[config.mk]
export PLATFORM = sky130hd
export DESIGN_NAME = fifo_rd_ctrl
export DESIGN_NICKNAME = d
export VERILOG_FILES = /design/src/rtl/fifo_rd_ctrl.sv
export SDC_FILE = /design/constraint.sdc
export NUM_CORES = 1
export LEC_CHECK = 0
export ABC_AREA = 1
export BUFFER_PORTS_ARGS = -buffer_cell sky130_fd_sc_hd__buf_4
export CORE_AREA = 2 2 39 41
export CTS_CLUSTER_DIAMETER = 30
export DETAILED_ROUTE_END_ITERATION = 12
export DIE_AREA = 0 0 41 43
export HOLD_SLACK_MARGIN = 0.06
export SLEW_MARGIN = 20
export SYNTH_ARGS = -nofsm -noshare
export SYNTH_HDL_FRONTEND = slang
export SYNTH_SLANG_ARGS = --single-unit
[constraint.sdc]
create_clock -name clk -period 1.3 [get_ports clk]
set_input_delay 0.26 -clock clk [delete_from_list [all_inputs] [get_ports clk]]
set_output_delay 0.26 -clock clk [all_outputs]
set_load 0.005 [all_outputs]
[src/rtl/fifo_rd_ctrl.sv]
// Read-side controller of a dual-clock FIFO: one read strobe per rinc
// request, binary/Gray read pointer and registered empty flag.
module fifo_rd_ctrl #(
   parameter int PTR_SZ = 2
) (
   input  logic              clk,
   input  logic              rst,
   input  logic              rinc,
   input  logic [PTR_SZ:0]   rq2_waddr,
   output logic              rempty,
   output logic              read_en,
   output logic [PTR_SZ-1:0] raddr,
   output logic [PTR_SZ:0]   raddr_gray
);

   typedef enum logic [1:0] {
      IDLE = 2'd0,
      READ = 2'd1,
      HOLD = 2'd2
   } state_t;

   state_t            r_state;
   logic [PTR_SZ:0]   r_rbin;
   logic [PTR_SZ:0]   r_rgray;
   logic              r_empty;
   logic              r_read_en;

   logic              w_inc;
   logic [PTR_SZ:0]   w_rbin_next;
   logic [PTR_SZ:0]   w_rgray_next;

   assign w_inc        = (r_state == READ);
   assign w_rbin_next  = r_rbin + {{PTR_SZ{1'b0}}, w_inc};
   assign w_rgray_next = (w_rbin_next >> 1) ^ w_rbin_next;

   assign rempty     = r_empty;
   assign read_en    = r_read_en;
   assign raddr      = r_rbin[PTR_SZ-1:0];
   assign raddr_gray = r_rgray;

   always_ff @(posedge clk) begin
      if (rst) begin
         r_state   <= IDLE;
         r_rbin    <= '0;
         r_rgray   <= '0;
         r_empty   <= 1'b1;
         r_read_en <= 1'b0;
      end else begin
         r_rbin  <= w_rbin_next;
         r_rgray <= w_rgray_next;
         r_empty <= (w_rgray_next == rq2_waddr);
         // Requests seen while empty are dropped, not queued
         unique case (r_state)
            IDLE: begin
               if (rinc && !r_empty) begin
                  r_state   <= READ;
                  r_read_en <= 1'b1;
               end else begin
                  r_read_en <= 1'b0;
               end
            end
            READ: begin
               r_state   <= rinc ? HOLD : IDLE;
               r_read_en <= 1'b0;
            end
            HOLD: begin
               if (!rinc) r_state <= IDLE;
               r_read_en <= 1'b0;
            end
            default: begin
               r_state   <= IDLE;
               r_read_en <= 1'b0;
            end
         endcase
      end
   end

endmodule

* Word-level counts from Yosys, hierarchy flattened
Index checks and enable logic that the tools add are counted.
** Operators by class
- $add $sub $neg :: 1
- Equal/unequal tests :: 5
- Multiplexer cells :: 5
- Bitwise operators :: 2
- Reductions and logical operators :: 5
** Operators with widths (number)
- 2-to-1 mux 2 bit :: 3
- one-hot mux 2 bit (3 select lines) :: 1
- != test 2 bit, second input constant :: 2
- adder 3 x 1 -> 3 bit :: 1
- == test 3 bit :: 1
- XOR 2 x 3 -> 3 bit :: 1
- == test 2 x 1 -> 1 bit, second input constant :: 1
- == test 2 bit, second input constant :: 1
- logical NOT 2 bit :: 1
- AND reduction 2 bit :: 1
- OR reduction 2 bit :: 1
- logical AND 1 bit :: 1
- logical NOT 1 bit :: 1
- 2-to-1 mux 1 bit :: 1
- NOT 1 bit :: 1
** Word-level totals
- Register bits :: 10
- Input port bits :: 6
- Output and inout bits :: 7
- Logic and storage cells :: 23

* Logic depth before layout (Yosys ltp)
- Word-level depth :: 4
- Depth in mapped cells :: 11

* Worst setup path before layout
OpenSTA, ideal clock, no wires.
- Kind :: reg-to-reg
- Start point :: register r_state[0]
- End point :: register r_empty, in the netlist rempty
- Setup time :: 0.113 ns
- Data arrival time :: 1.247 ns
- Data required time :: 1.187 ns
- Slack :: -0.060 ns
- Stages on the path, launching flop included :: 12
- Path buffers :: 0
- Clock period less this slack :: 1.360 ns
- Cell sequence :: dfxtp_1 > inv_1 > nor2_1 > ha_1 > ha_1 > inv_2 > nand2_2 > nand3_2 > nand2_1 > nor2_1 > nand3_1 > nand2_1
** On the way
- Longest elaborated chain between the ends :: 4
** RTL lines
- start: declaration :: line 22 : state_t r_state;
- start signal: assignment :: line 63 : r_state <= rinc ? HOLD : IDLE;
- == test 2 x 1 -> 1 bit :: line 32 : assign w_inc = (r_state == READ);
- adder 3 x 1 -> 3 bit :: line 33 : assign w_rbin_next = r_rbin + {{PTR_SZ{1'b0}}, w_inc};
- named net w_rbin_next[1] :: line 29 : logic [PTR_SZ:0] w_rbin_next;
- XOR 2 x 3 -> 3 bit :: line 34 : assign w_rgray_next = (w_rbin_next >> 1) ^ w_rbin_next;
- == test 3 bit :: line 51 : r_empty <= (w_rgray_next == rq2_waddr);
- end signal: assignment :: line 51
- end: declaration :: line 25 : logic r_empty;
The timed path passes the listed nets, and every way through them passes these cells.
A chain may end at the register's enable or synchronous reset.

* Worst setup path after layout
Same ends and word-level chain as after synthesis.

==> flow_summary.ini <==
[placement]
portBuffers = 12
hpwl_um = 682
globalplace.congestion = 0.774
preCtsSetupSlack_ns = -0.139

[worst_setup_path]
reg2reg_slack_ns = -0.12
crit_type = register to register
cp-endpoint = rempty$_SDFF_PP1_
startpoint = r_state[0]$_SDFFE_PP0P_
reg2reg_depth = 11
cp-end-kind = register
worstSetupStartpointType = register
path_max_fanout = 5
timing.rr.end = rempty$_SDFF_PP1_
critPathRequiredTime_ns = 1.50
crit_arrival_ns = 1.61
r2r_start = r_state[0]$_SDFFE_PP0P_

[pwr]
intPower_mw = 0.459
comb_power_share_pct = 16.7
netSwitchingFraction_pct = 23.0
leakage_nw = 0.320
p_sw_mw = 0.137
cellPowerDensity_mw_per_mm2 = 890
report.power.total_mw = 0.596
seq_power_share_pct = 49.3
ir_worst_vdd_mv = 0.658
clkPwrFrac_pct = 34.0

[drt]
drcViolationCount = 0
wl_um = 820
wl_per_cell_um = 8.45
dr.pass1.iters = 3
antenna_left = 0
num_vias = 414
drt_iter0_markers = 1
via_per_inst = 4.27

[outcome]
violations = negative setup slack
status = finished with violations

[floorplan]
start_util_pct = 30.3
die_w_um = 41
num_rows = 14
die_y_um = 43
ios = 13
die-area_sq_mm = 0.00176
coreArea_sq_mm = 0.00138

[job]
maxCapViolations = 0

[synthesis]
avgSynthCellArea_sq_um = 7.10
netlist_area_sq_um = 419
syn_inst = 59
synth_fa_ha_area_share_pct = 5.97
yosys.area_share.simple_pct = 38.5
synth_seq_cells = 9
synth.distinct_cells = 14
ys_seq_area_share_pct = 43.0
synth_xor_area_share_pct = 0
synth_warnings = 0
synth_mux_area_share_pct = 0
synth_top_family_by_area = simple AND/OR/NAND/NOR gates
synth_fp_nets = 67
synth_compound_area_share_pct = 2.39

[clocking]
hold_buffers = 0
htreeDepth = 1
root_buffer = clkbuf_4
cts_tree = built
insertion_delay_ns = 0.25
cts_buffers = 3
clkTransAtPathRegs_ns = 0.06
clk_path_buf_depth = 2
clock-sinks = 9

[global_route]
antenna_found_initial = 0
grt_max_degree = 10
grt.total_usage_pct = 12.3
grt-ovfl-total = 0
grt_pass1_vias = 369
grt_pass1_wl_um = 1430

[cells_and_area]
antenna_cells = 0
area.growth.synth_to_final_pct = 59.7
nFillCells = 141
nNetsFinal = 90
final_cell_mix = 19 x buf_4, 11 x nand2_1, 8 x dfxtp_1, 7 x inv_1, 6 x nand2_2
layout-drive-gt1-share_pct = 53.1
layout_commonest_cell = buf_4
fin_util_pct = 48.4

[timing]
period_share_pct = 109
fin_worst_skew_ns = 0.00104
fmaxAchievable_mhz = 706
worstMarginPinSlew_ns = 0.216
hold_violations = 0
rsz0062_at_grt = true
layout_setup_ws_ns = -0.116
tns_ns = -0.130
finalSetupViolCount = 2
post-route-min-period_ns = 1.42
relSlewSlack_pct = 85.4
drv_slew = 0

[hold_path]
hp-class = input pin to register
[state kept, by name, summed over array words and instances, names as in the netlist]
signal	flops
read_en	1
r_rbin	3
rempty	1
r_state	2
raddr_gray	2
[what timing repair did]
item | 4_1_cts | 5_1_grt
resized for setup | 2 | 15
endpoints found under the setup margin | 3 | 4
endpoints found under the hold margin | 0 | 0
pin swaps | 3 | 9
setup buffers | 1 | 0
[cell usage after synthesis]
library cell,instances,area (sq um)
a21oi_1,2,10.0
nor2_1,6,22.5
nand2_2,3,18.8
buf_2,1,5.00
nand2_1,16,60.1
dfxtp_1,9,180
inv_2,1,3.75
nand3b_1,1,7.51
nor4_1,2,12.5
nand3_1,5,25.0
nand3_2,1,10.0
ha_1,2,25.0
nor3_1,1,5.00
inv_1,9,33.8
[metal layers]
layer / track usage (%) / up-vias / part of all wire [%]
met4: 2.00 / 0 / 0
met5: 0 / - / 0
met3: 7.85 / 0 / 7.4
li1: - / 228 / -
met2: 17.8 / 10 / 49
met1: 15.2 / 176 / 44
[logic make-up (layout without fill, tap and decap cells)]
group,after synthesis,after routing
AND/OR/NAND/NOR,35,35
AO/OA/AOI/OAI,2,2
buffers and inverters,11,33
adder cells (fa/ha/maj),2,2
flip-flops,9,9
[critical path, cell delays in order (launching register included)]
cell and delay, ns:
dfxtp_2 0.33, inv_2 0.03, nor2_2 0.07, ha_2 0.20
ha_4 0.23, inv_6 0.08, nand2_4 0.05, nand3_2 0.06
nand2_2 0.06, nor2_2 0.10, nand3_1 0.08, nand2_1 0.06
[stage by stage]
| step | cells | hold WS (ns) | cell area [sq um] |
|---|---|---|---|
| detailed placement | 92 | 0.439 | 588 |
| global placement | 92 | 0.453 | 588 |
| CTS | 97 | 0.230 | 629 |
| global route | 97 | 0.238 | 669 |
| finish | 97 | 0.239 | 669 |
| floorplan | 59 | 0.415 | 438 |
[power by group through the flow]
stage / clock network [mW] / registers [mW] / logic [mW]
2_1_floorplan: 0 / 0.300 / 0.0423
3_3_place_gp: 0 / 0.299 / 0.0820
3_5_place_dp: 0 / 0.299 / 0.0832
4_1_cts: 0.215 / 0.293 / 0.0882
5_1_grt: 0.232 / 0.295 / 0.112
6_report: 0.203 / 0.294 / 0.0997
[worst min-delay path by stage]
stage	start	endpoint	slack, ns	cells past startpoint
floorplan	rinc	r_state[0]$_SDFFE_PP0P_	0.41	2
global placement	rempty$_SDFF_PP1_	read_en$_SDFF_PP0_	0.45	1
detailed placement	rempty$_SDFF_PP1_	r_state[0]$_SDFFE_PP0P_	0.44	1
CTS	rst	r_rbin[1]$_SDFF_PP0_	0.23	2
global route	rst	raddr_gray[0]$_SDFF_PP0_	0.24	2
finish	rst	raddr_gray[0]$_SDFF_PP0_	0.24	2
[area by class of cell]
class / instances / area [sq um] / share of cell area (%)
clock buffer: 4 / 26.3 / 3.93
inverter: 10 / 45.0 / 6.73
multi-input combinational: 39 / 254 / 37.9
sequential: 9 / 181 / 27.1
tap: 16 / 20.0 / 2.99
timing repair buffer: 19 / 143 / 21.3
Note: power is estimated with default switching activity, not from simulation.
